File: src/rtl/e1_tx_framer_gen2_if.sv
// e1_tx_framer_gen2_if: signal bundle of the E1 transmit framer.
//   fetch : in_req/in_rdy handshake, in_data, in_crc_e, in_sa, in_frame, in_ts, in_mf_first, in_mf_last
//   line  : out_bit, out_valid
//   timing: ctrl_time_src, ext_tick, int_tick
//   mode  : ctrl_do_framing, ctrl_do_crc4, ctrl_loopback, alarm, lb_bit, lb_valid
//   status: stat_underrun, stat_clr
// The slave modport is the framer; the master modport is the data source/controller.
interface e1_tx_framer_gen2_if #(
  parameter int UNDERRUN_W = 16
);
  logic [7:0] in_data;
  logic [1:0] in_crc_e;
  logic [4:0] in_sa;
  logic [3:0] in_frame;
  logic [4:0] in_ts;
  logic in_mf_first, in_mf_last, in_req, in_rdy;
  logic out_bit, out_valid;
  logic ctrl_time_src, ext_tick, int_tick;
  logic ctrl_do_framing, ctrl_do_crc4, ctrl_loopback, alarm;
  logic lb_bit, lb_valid;
  logic [UNDERRUN_W-1:0] stat_underrun;
  logic stat_clr;
  modport master (
    output in_data, in_crc_e, in_sa, in_rdy, ctrl_time_src, ext_tick,
           ctrl_do_framing, ctrl_do_crc4, ctrl_loopback, alarm, lb_bit, lb_valid, stat_clr,
    input  in_frame, in_ts, in_mf_first, in_mf_last, in_req, out_bit, out_valid, int_tick,
           stat_underrun
  );
  modport slave (
    input  in_data, in_crc_e, in_sa, in_rdy, ctrl_time_src, ext_tick,
           ctrl_do_framing, ctrl_do_crc4, ctrl_loopback, alarm, lb_bit, lb_valid, stat_clr,
    output in_frame, in_ts, in_mf_first, in_mf_last, in_req, out_bit, out_valid, int_tick,
           stat_underrun
  );
endinterface

File: src/rtl/e1_tx_framer_gen2.sv
// e1_tx_framer_gen2: E1 transmit framer with TS0 framing, CRC-4 multiframe and byte prefetch.
//   clk, rst (async, active-high); bus : e1_tx_framer_gen2_if.slave (fetch, line, timing, mode, status).
//   Define E1_TX_SA_INSERT_EN to take Sa4..Sa8 of odd-frame TS0 from in_sa; otherwise they are 1.
module e1_tx_framer_gen2 #(
  parameter int TICK_DIV   = 15,
  parameter int UNDERRUN_W = 16
) (
  input logic clk,
  input logic rst,
  e1_tx_framer_gen2_if.slave bus
);
  logic [7:0] div_q, div_d, sh_q, sh_d, pf_q, pf_d, raw, byte_v, si_tab;
  logic tick_q, tick_d, ext_q, req_q, req_d, samp_q, ob_q, ob_d, ov_q, ov_d;
  logic [2:0] bit_q, bit_d;
  logic [3:0] frame_q, frame_d, crc_q, crc_d, smf_q, smf_d, crc_v;
  logic [4:0] ts_q, ts_d, sa;
  logic [UNDERRUN_W-1:0] und_q, und_d;
  logic boundary, cbit, si, c_slot, smf_end;

  function automatic logic [3:0] crc8(input logic [3:0] c, input logic [7:0] b);
    logic [3:0] r;
    logic fb;
    r = c;
    for (int i = 7; i >= 0; i--) begin
      fb = r[3] ^ b[i];
      r = {r[2:1], r[0] ^ fb, fb};
    end
    return r;
  endfunction

  always_comb begin
    div_d = (div_q == 8'(TICK_DIV - 1)) ? 8'd0 : div_q + 8'd1;
    // external strobe fires on the rising edge of ext_tick only
    tick_d = ~tick_q & (bus.ctrl_time_src ? bus.ext_tick & ~ext_q : div_q == 8'(TICK_DIV - 1));
    boundary = tick_q & (bit_q == 3'd7);
    bit_d = tick_q ? bit_q + 3'd1 : bit_q;
    sh_d = boundary ? pf_q : tick_q ? {sh_q[6:0], 1'b1} : sh_q;
    req_d = boundary;
    ts_d = boundary ? ts_q + 5'd1 : ts_q;
    frame_d = (boundary && ts_q == 5'd31) ? frame_q + 4'd1 : frame_q;
    raw = bus.in_rdy ? bus.in_data : 8'hFF;
    // C1..C4 sit in frames 0,2,4,6 of each submultiframe, MSB of the captured CRC first
    cbit = ~bus.ctrl_do_crc4 | smf_q[2'd3 - frame_q[2:1]];
    si_tab = {bus.in_crc_e, 6'b110100};
    si = si_tab[frame_q[3:1]];
`ifdef E1_TX_SA_INSERT_EN
    sa = bus.in_sa;
`else
    sa = 5'h1F;
`endif
    byte_v = (!bus.ctrl_do_framing || ts_q != 5'd0) ? raw :
             frame_q[0] ? {si, 1'b1, bus.alarm, sa} : {cbit, 7'b0011011};
    c_slot = bus.ctrl_do_framing && ts_q == 5'd0 && !frame_q[0];
    crc_v = crc8(crc_q, c_slot ? {1'b0, byte_v[6:0]} : byte_v);
    smf_end = samp_q && ts_q == 5'd31 && frame_q[2:0] == 3'd7;
    pf_d = samp_q ? byte_v : pf_q;
    crc_d = !samp_q ? crc_q : smf_end ? 4'd0 : crc_v;
    smf_d = smf_end ? crc_v : smf_q;
    und_d = bus.stat_clr ? '0 : (samp_q && !bus.in_rdy && !(&und_q)) ? und_q + UNDERRUN_W'(1) : und_q;
    ob_d = bus.ctrl_loopback ? bus.lb_bit : tick_q ? sh_q[7] : ob_q;
    ov_d = bus.ctrl_loopback ? bus.lb_valid : tick_q;
  end

  always_ff @(posedge clk or posedge rst) begin
    if (rst) begin
      div_q <= '0;
      tick_q <= 1'b0;
      ext_q <= 1'b0;
      bit_q <= '0;
      sh_q <= 8'hFF;
      pf_q <= 8'hFF;
      req_q <= 1'b0;
      samp_q <= 1'b0;
      frame_q <= 4'd15;
      ts_q <= 5'd31;
      crc_q <= '0;
      smf_q <= 4'hF;
      und_q <= '0;
      ob_q <= 1'b1;
      ov_q <= 1'b0;
    end else begin
      div_q <= div_d;
      tick_q <= tick_d;
      ext_q <= bus.ext_tick;
      bit_q <= bit_d;
      sh_q <= sh_d;
      pf_q <= pf_d;
      req_q <= req_d;
      samp_q <= req_q;
      frame_q <= frame_d;
      ts_q <= ts_d;
      crc_q <= crc_d;
      smf_q <= smf_d;
      und_q <= und_d;
      ob_q <= ob_d;
      ov_q <= ov_d;
    end
  end

  assign bus.in_req = req_q;
  assign bus.in_frame = frame_q;
  assign bus.in_ts = ts_q;
  assign bus.in_mf_first = frame_q == 4'd0 && ts_q == 5'd0;
  assign bus.in_mf_last = frame_q == 4'd15 && ts_q == 5'd31;
  assign bus.out_bit = ob_q;
  assign bus.out_valid = ov_q;
  assign bus.int_tick = tick_q;
  assign bus.stat_underrun = und_q;
endmodule

File: src/flat_wrapper.sv
// flat-port wrapper written by rule: the top's interface ports become plain ports
module e1_tx_framer_gen2_flat 
#(
  parameter int TICK_DIV   = 15,
  parameter int UNDERRUN_W = 16
)
  (clk, rst, bus_in_data, bus_in_crc_e, bus_in_sa, bus_in_rdy, bus_ctrl_time_src, bus_ext_tick, bus_ctrl_do_framing, bus_ctrl_do_crc4, bus_ctrl_loopback, bus_alarm, bus_lb_bit, bus_lb_valid, bus_stat_clr, bus_in_frame, bus_in_ts, bus_in_mf_first, bus_in_mf_last, bus_in_req, bus_out_bit, bus_out_valid, bus_int_tick, bus_stat_underrun);
  e1_tx_framer_gen2_if #(.UNDERRUN_W(UNDERRUN_W)) bus_i ();
  input logic clk;
  input logic rst;
  input wire logic [$bits(bus_i.in_data)-1:0] bus_in_data;
  input wire logic [$bits(bus_i.in_crc_e)-1:0] bus_in_crc_e;
  input wire logic [$bits(bus_i.in_sa)-1:0] bus_in_sa;
  input wire logic [$bits(bus_i.in_rdy)-1:0] bus_in_rdy;
  input wire logic [$bits(bus_i.ctrl_time_src)-1:0] bus_ctrl_time_src;
  input wire logic [$bits(bus_i.ext_tick)-1:0] bus_ext_tick;
  input wire logic [$bits(bus_i.ctrl_do_framing)-1:0] bus_ctrl_do_framing;
  input wire logic [$bits(bus_i.ctrl_do_crc4)-1:0] bus_ctrl_do_crc4;
  input wire logic [$bits(bus_i.ctrl_loopback)-1:0] bus_ctrl_loopback;
  input wire logic [$bits(bus_i.alarm)-1:0] bus_alarm;
  input wire logic [$bits(bus_i.lb_bit)-1:0] bus_lb_bit;
  input wire logic [$bits(bus_i.lb_valid)-1:0] bus_lb_valid;
  input wire logic [$bits(bus_i.stat_clr)-1:0] bus_stat_clr;
  output wire logic [$bits(bus_i.in_frame)-1:0] bus_in_frame;
  output wire logic [$bits(bus_i.in_ts)-1:0] bus_in_ts;
  output wire logic [$bits(bus_i.in_mf_first)-1:0] bus_in_mf_first;
  output wire logic [$bits(bus_i.in_mf_last)-1:0] bus_in_mf_last;
  output wire logic [$bits(bus_i.in_req)-1:0] bus_in_req;
  output wire logic [$bits(bus_i.out_bit)-1:0] bus_out_bit;
  output wire logic [$bits(bus_i.out_valid)-1:0] bus_out_valid;
  output wire logic [$bits(bus_i.int_tick)-1:0] bus_int_tick;
  output wire logic [$bits(bus_i.stat_underrun)-1:0] bus_stat_underrun;
  assign bus_i.in_data = bus_in_data;
  assign bus_i.in_crc_e = bus_in_crc_e;
  assign bus_i.in_sa = bus_in_sa;
  assign bus_i.in_rdy = bus_in_rdy;
  assign bus_i.ctrl_time_src = bus_ctrl_time_src;
  assign bus_i.ext_tick = bus_ext_tick;
  assign bus_i.ctrl_do_framing = bus_ctrl_do_framing;
  assign bus_i.ctrl_do_crc4 = bus_ctrl_do_crc4;
  assign bus_i.ctrl_loopback = bus_ctrl_loopback;
  assign bus_i.alarm = bus_alarm;
  assign bus_i.lb_bit = bus_lb_bit;
  assign bus_i.lb_valid = bus_lb_valid;
  assign bus_i.stat_clr = bus_stat_clr;
  assign bus_in_frame = bus_i.in_frame;
  assign bus_in_ts = bus_i.in_ts;
  assign bus_in_mf_first = bus_i.in_mf_first;
  assign bus_in_mf_last = bus_i.in_mf_last;
  assign bus_in_req = bus_i.in_req;
  assign bus_out_bit = bus_i.out_bit;
  assign bus_out_valid = bus_i.out_valid;
  assign bus_int_tick = bus_i.int_tick;
  assign bus_stat_underrun = bus_i.stat_underrun;
  e1_tx_framer_gen2 #(.TICK_DIV(TICK_DIV), .UNDERRUN_W(UNDERRUN_W)) u_core (.clk(clk), .rst(rst), .bus(bus_i));
endmodule
File: config.mk
export PLATFORM = sky130hd
export DESIGN_NAME = e1_tx_framer_gen2_flat
export DESIGN_NICKNAME = d
export VERILOG_FILES = /design/src/rtl/e1_tx_framer_gen2_if.sv /design/src/rtl/e1_tx_framer_gen2.sv /design/src/flat_wrapper.sv
export SDC_FILE = /design/constraint.sdc
export NUM_CORES = 1
export LEC_CHECK = 0
export CELL_PAD_IN_SITES_DETAIL_PLACEMENT = 1
export CELL_PAD_IN_SITES_GLOBAL_PLACEMENT = 2
export CORE_MARGIN = 4
export CORE_UTILIZATION = 34
export CTS_CLUSTER_DIAMETER = 50
export DETAILED_ROUTE_END_ITERATION = 7
export PLACE_DENSITY = 0.8
export SETUP_SLACK_MARGIN = 0.05
export SLEW_MARGIN = 40
export SYNTH_ARGS = -nofsm -noshare
export SYNTH_HDL_FRONTEND = slang
export SYNTH_SLANG_ARGS = --single-unit
File: constraint.sdc
create_clock -name clk -period 3.4 [get_ports clk]
set_input_delay 0.51 -clock clk [delete_from_list [all_inputs] [get_ports clk]]
set_output_delay 0.51 -clock clk [all_outputs]
set_load 0.02 [all_outputs]
**Word-level counts from Yosys, hierarchy flattened**

Cells that the tools add are included.

- Output and inout bits: 31
- Flip-flop bits (word level): 66
- Logic and storage cells: 90
- Input bits: 27

- Bitwise operators: 23
- Reductions and logical operators: 21
- Mux-type cells: 18
- Equal/unequal tests: 5
- Order comparisons: 2
- Add/subtract/negate cells: 6

Operator list:

| operator | count |
|---|---|
| 2-to-1 mux 8 bit | 7 |
| 2-to-1 mux 16 bit | 2 |
| adder 16 x 1 -> 16 bit (second input constant) | 1 |
| AND reduction 16 bit | 1 |
| XOR 1 bit | 16 |
| logical AND 1 bit | 9 |
| adder 8 x 1 -> 8 bit (second input constant) | 1 |
| equality test 8 x 4 -> 1 bit (second input constant) | 1 |
| equality test 3 bit (second input constant) | 2 |
| 2-to-1 mux 1 bit | 6 |
| nonzero test 2 bit | 3 |
| adder 5 x 1 -> 5 bit (second input constant) | 1 |
| equality test 5 bit (second input constant) | 1 |
| logical NOT 5 bit | 1 |
| nonzero test 5 bit | 1 |
| adder 4 x 1 -> 4 bit (second input constant) | 1 |
| equality test 4 bit (second input constant) | 1 |
| logical NOT 1 bit | 4 |
| logical NOT 4 bit | 1 |
| < comparator 3 x 4 -> 1 bit (second input constant) | 1 |
| 2-to-1 mux 4 bit | 1 |
| adder 3 x 1 -> 3 bit (second input constant) | 1 |
| AND 1 bit | 3 |
| binary-select mux 1 bit (select 3 bit) | 1 |
| other kinds (6) | 8 |

**Longest topological paths before layout**

- Depth after elaboration: 14
- Depth in mapped cells: 10
- Depth with buffers taken out: 9

**Worst setup path before layout**

Ideal clock, no wire load.

- Path kind: reg-to-reg
- From: register u_core.ts_q[0] (netlist: u_core.bus.in_ts[0])
- To: register u_core.crc_q[3]
- Stages on the path, launching flop included: 11
- Setup slack: 0.914 ns
- Path buffers: 1
- Library setup time: 0.133 ns
- Data arrival time: 2.353 ns
- Period minus slack after synthesis: 2.486 ns
- Cells stage by stage: dfstp_2 > inv_1 > ha_1 > or4b_4 > or2_0 > buf_6 > a21oi_1 > a31oi_4 > xnor3_2 > xnor2_1 > o22ai_1

- Longest elaborated chain between the ends: 9

RTL lines:

| element | line | RTL |
|---|---|---|
| start: declaration | e1_tx_framer_gen2.sv:16 | `logic [4:0] ts_q, ts_d, sa;` |
| start signal: assignment | e1_tx_framer_gen2.sv:91 | `ts_q <= ts_d;` |
| nonzero test 5 bit / logical NOT 5 bit (equally long branches) | e1_tx_framer_gen2.sv:51, e1_tx_framer_gen2.sv:53 |  |
| logical OR 1 bit / logical AND 1 bit (equally long branches) | e1_tx_framer_gen2.sv:51, e1_tx_framer_gen2.sv:53 |  |
| 2-to-1 mux 8 bit / logical AND 1 bit (equally long branches) | e1_tx_framer_gen2.sv:51, e1_tx_framer_gen2.sv:53 |  |
| 2-to-1 mux 8 bit | e1_tx_framer_gen2.sv:54 | `crc_v = crc8(crc_q, c_slot ? {1'b0, byte_v[6:0]} : byte_v);` |
| XOR 1 bit | e1_tx_framer_gen2.sv:25 | `fb = r[3] ^ b[i];` |
| XOR 1 bit | e1_tx_framer_gen2.sv:26 | `r = {r[2:1], r[0] ^ fb, fb};` |
| XOR 1 bit | e1_tx_framer_gen2.sv:25 |  |
| XOR 1 bit | e1_tx_framer_gen2.sv:26 |  |
| 2-to-1 mux 4 bit (*) | e1_tx_framer_gen2.sv:57 | `crc_d = !samp_q ? crc_q : smf_end ? 4'd0 : crc_v;` |
| end signal: assignment | e1_tx_framer_gen2.sv:92 | `crc_q <= crc_d;` |
| end: declaration | e1_tx_framer_gen2.sv:15 | `logic [3:0] frame_q, frame_d, crc_q, crc_d, smf_q, smf_d, crc_v;` |

Mark *: on every way between the ends. The rest lies on a longest branch, timed or not.
A chain may end at the register's enable or synchronous reset.

**Worst setup path after layout**

- From: register u_core.ts_q[0] (netlist: u_core.bus.in_ts[0])
- To: output port bus_in_mf_first

- Longest elaborated chain between the ends: 2

RTL lines:

| element | line | RTL |
|---|---|---|
| logical NOT 5 bit | e1_tx_framer_gen2.sv:103 | `assign bus.in_mf_first = frame_q == 4'd0 && ts_q == 5'd0;` |
| logical AND 1 bit | e1_tx_framer_gen2.sv:103 |  |
| end: declaration | flat_wrapper.sv:26 | `output wire logic [$bits(bus_i.in_mf_first)-1:0] bus_in_mf_first;` |

No other way between the ends.

==> results.ini <==
[timing]
rsz0062_at_grt = no
period_share_pct = 85.12
tightest_slew_ns = 0.6620
finalMaxSlewViolations = 0
fin_skew_ns = 0.01111
tns_ns = 0
setup_ws_ns = 0.5060
slew_headroom_pct = 55.73
fin_crit_ns = 2.894
finalSetupViolations = 0
hold_violations = 0
fmax_mhz = 345.5

[detailed_routing]
routedWlPerCell_um = 14.82
ant_nets = 0
initialDrtViolationCount = 45
vias = 2397
routed_wl_mm = 7.351
vias_per_cell = 4.833
first_pass_iters = 4
drcViolationCount = 0

[cts]
cts.sinks = 66
holdBufCountCts = 0
cts_tree = done
insertion_delay_ns = 0.34
clk_transition_reported_paths_ns = 0.07
cts_made_buffers = 9
clockBufferDepth = 2
post_cts_buffers = 0
cts_root_buf = clkbuf_8
cts-resized-gates = 0
htreeDepth = 3

[critical_path]
crit_path_max_fanout = 4
r2r_cells = 9
cp-end-kind = output port
slowest_stage = clkdlybuf4s50_1
required_ns = 2.89
crit_path_max_incr_delay_ns = 0.67
criticalPathCategory = register to output port
arrival_ns = 2.38
start_kind = register
reg2reg_slack_ns = 0.59
path_cells = inv_1 -> ha_1 -> or4b_4 -> nor4b_1 -> clkdlybuf4s50_1

[synthesis]
ys_async_sr_fraction_pct = 100.0
synth-edff-count = 0
synthCells = 308
yosysWarningCount = 0
ys.flop_type = dfrtp_1
syn_area_mm2 = 0.003321
syn-num-nets = 346
yosysSeqAreaShare_pct = 50.87
syn_avg_cell_area_um2 = 10.78
synth_cell_type_count = 45
synth_seq_cells = 66

[layout]
postLayoutCoreUtil_pct = 44.63
layout-drive-gt1-share_pct = 17.17
nets = 400
antenna_cells = 0
nFillCells = 1060
area_growth_pct = 25.96

[hold_path]
hold_depth = 0
hold_path_class = register to register

[floorplanning]
ioPinCount = 58
die_h_um = 106.8
die_width_um = 106.8
die-area_mm2 = 0.01141
coreArea_mm2 = 0.009371
start_util_pct = 35.43
row_count = 35

[flow_run]
cap_violations = 0

[global_routing]
first_global_vias = 2537
antenna_found_initial = 0
grt_start_max_net_pins = 46
overflow = 0
groute.usage.overall_pct = 13.90
grt_pass1_wl_mm = 12.67

[placed_design]
dp_slack_ns = 0.5553
dpl.hpwl_mm = 5.386
portBuffers = 52
gp_congestion = 0.7702

[pwr]
p_per_area_mw_per_mm2 = 563.0
ir_drop_uv = 280.5
p_leak_nw = 1.746

[outcome]
status = complete, no violations

-- critical path, delay by kind of cell, from the launching register on --
kind	cells	cell delay [ns]
and+or+nand+nor	2	0.76
buffers and inverters	2	0.75
DFF	1	0.38
adders and majority gates	1	0.15
-- layout make-up --
type / instances / area (um^2) / area share, %
inverters: 16 / 60.06 / 1.436
repair buffers: 56 / 563.0 / 13.46
flip-flops and latches: 66 / 1689 / 40.38
clock inverters: 3 / 40.04 / 0.9572
well taps: 129 / 161.4 / 3.859
multi-input cells: 213 / 1520 / 36.34
clock buffers: 13 / 148.9 / 3.560
-- path summary, 6_finish.rpt --
kind / from / to
worst max register to register: u_core.bus.in_ts[0] / u_core.crc_q[3]
min in group asynchronous: rst / u_core.bus.stat_underrun[5]
max in group asynchronous: rst / u_core.pf_q[2]
worst max-delay path: u_core.bus.in_ts[0] / bus_in_mf_first
worst min-delay path: u_core.bus.in_req / u_core.samp_q
worst min register to register: u_core.bus.in_req / u_core.samp_q
-- per-stage QoR --
step / area (um^2) / power, mW / instances / hold slack [ns]
after detailed placement: 3994 / 1.730 / 480 / 0.4188
final: 4183 / 2.355 / 496 / 0.4248
after global placement: 3988 / 1.706 / 480 / 0.3994
after floorplan: 3321 / 1.543 / 308 / 0.4369
after global routing: 4183 / 2.522 / 496 / 0.4502
after CTS: 4183 / 2.400 / 496 / 0.4367
-- power breakdown --
part	switching [mW]	internal, mW	total (mW)
combinational	0.346	0.351	0.698
clock	0.289	0.358	0.647
sequential	0.0661	0.945	1.01
-- layout by cell type (no fill, tap or decap), types with 2 or more instances in the layout --
cell / instances
o221ai_1: 3
nand4_1: 9
a21oi_1: 15
or3_1: 2
ha_1: 11
nor2_1: 37
clkinv_2: 2
clkdlybuf4s50_1: 52
and3_1: 6
xnor3_1: 2
mux2i_1: 10
nor3_1: 2
xnor2_1: 25
clkbuf_8: 10
o21ai_0: 8
xor2_1: 15
mux2_2: 8
nand2_1: 22
inv_1: 15
buf_4: 3
clkbuf_1: 3
o22ai_1: 6
dfrtp_1: 36
nand3_1: 6
nand3b_1: 2
o21ai_1: 4
dfstp_2: 30
and4_1: 2
-- per-layer routing --
metal  vias up  wire length [um]  global-route usage (%)
met5         -                 0                       0
met4         0                78                   3.836
met3         8               179                   3.311
met2        25              3943                   24.82
met1      1198              3148                   16.68
li1       1166                 -                       -
-- Yosys cell counts (2+ instances only) --
cell type,n,area (um^2)
inv_1,16,60.06
nand3_1,6,30.03
nor2_1,37,138.9
o21ai_1,4,20.02
o22ai_1,6,37.54
o221ai_1,3,26.28
xnor3_1,2,45.04
clkbuf_1,10,37.54
nand3b_1,2,15.01
mux2_2,8,90.09
dfrtp_1,36,900.9
mux2i_1,10,100.1
and4_1,2,17.52
dfstp_2,30,788.3
xnor2_1,25,219.0
or3_1,2,12.51
a21oi_1,15,75.07
o21ai_0,8,40.04
nor3_1,2,10.01
nand2_1,22,82.58
nand4_1,9,56.30
and3_1,6,37.54
xor2_1,15,131.4
ha_1,11,137.6
-- sequential cells by signal, summed over array words and instances, names as in the netlist, 3 cells and up --
signal and flops:
u_core.bus.in_frame 4, u_core.bus.in_ts 5, u_core.sh_q 8, u_core.bus.stat_underrun 16, u_core.crc_q 4, u_core.div_q 8, u_core.smf_q 4, u_core.pf_q 8
u_core.bit_q 3
-- logic make-up (layout without fill, tap and decap cells) --
kind of cell / Yosys count / after routing / share of synthesized area (%)
XOR/XNOR: 43 / 43 / 12.62
AND/OR/NAND/NOR: 96 / 96 / 13.94
AO/OA/AOI/OAI: 44 / 44 / 8.478
flip-flops: 66 / 66 / 50.87
adder cells (fa/ha/maj): 11 / 11 / 4.145
multiplexers: 19 / 19 / 6.406
buffers and inverters: 29 / 88 / 3.542
Note: power is estimated with default switching activity, not from simulation.
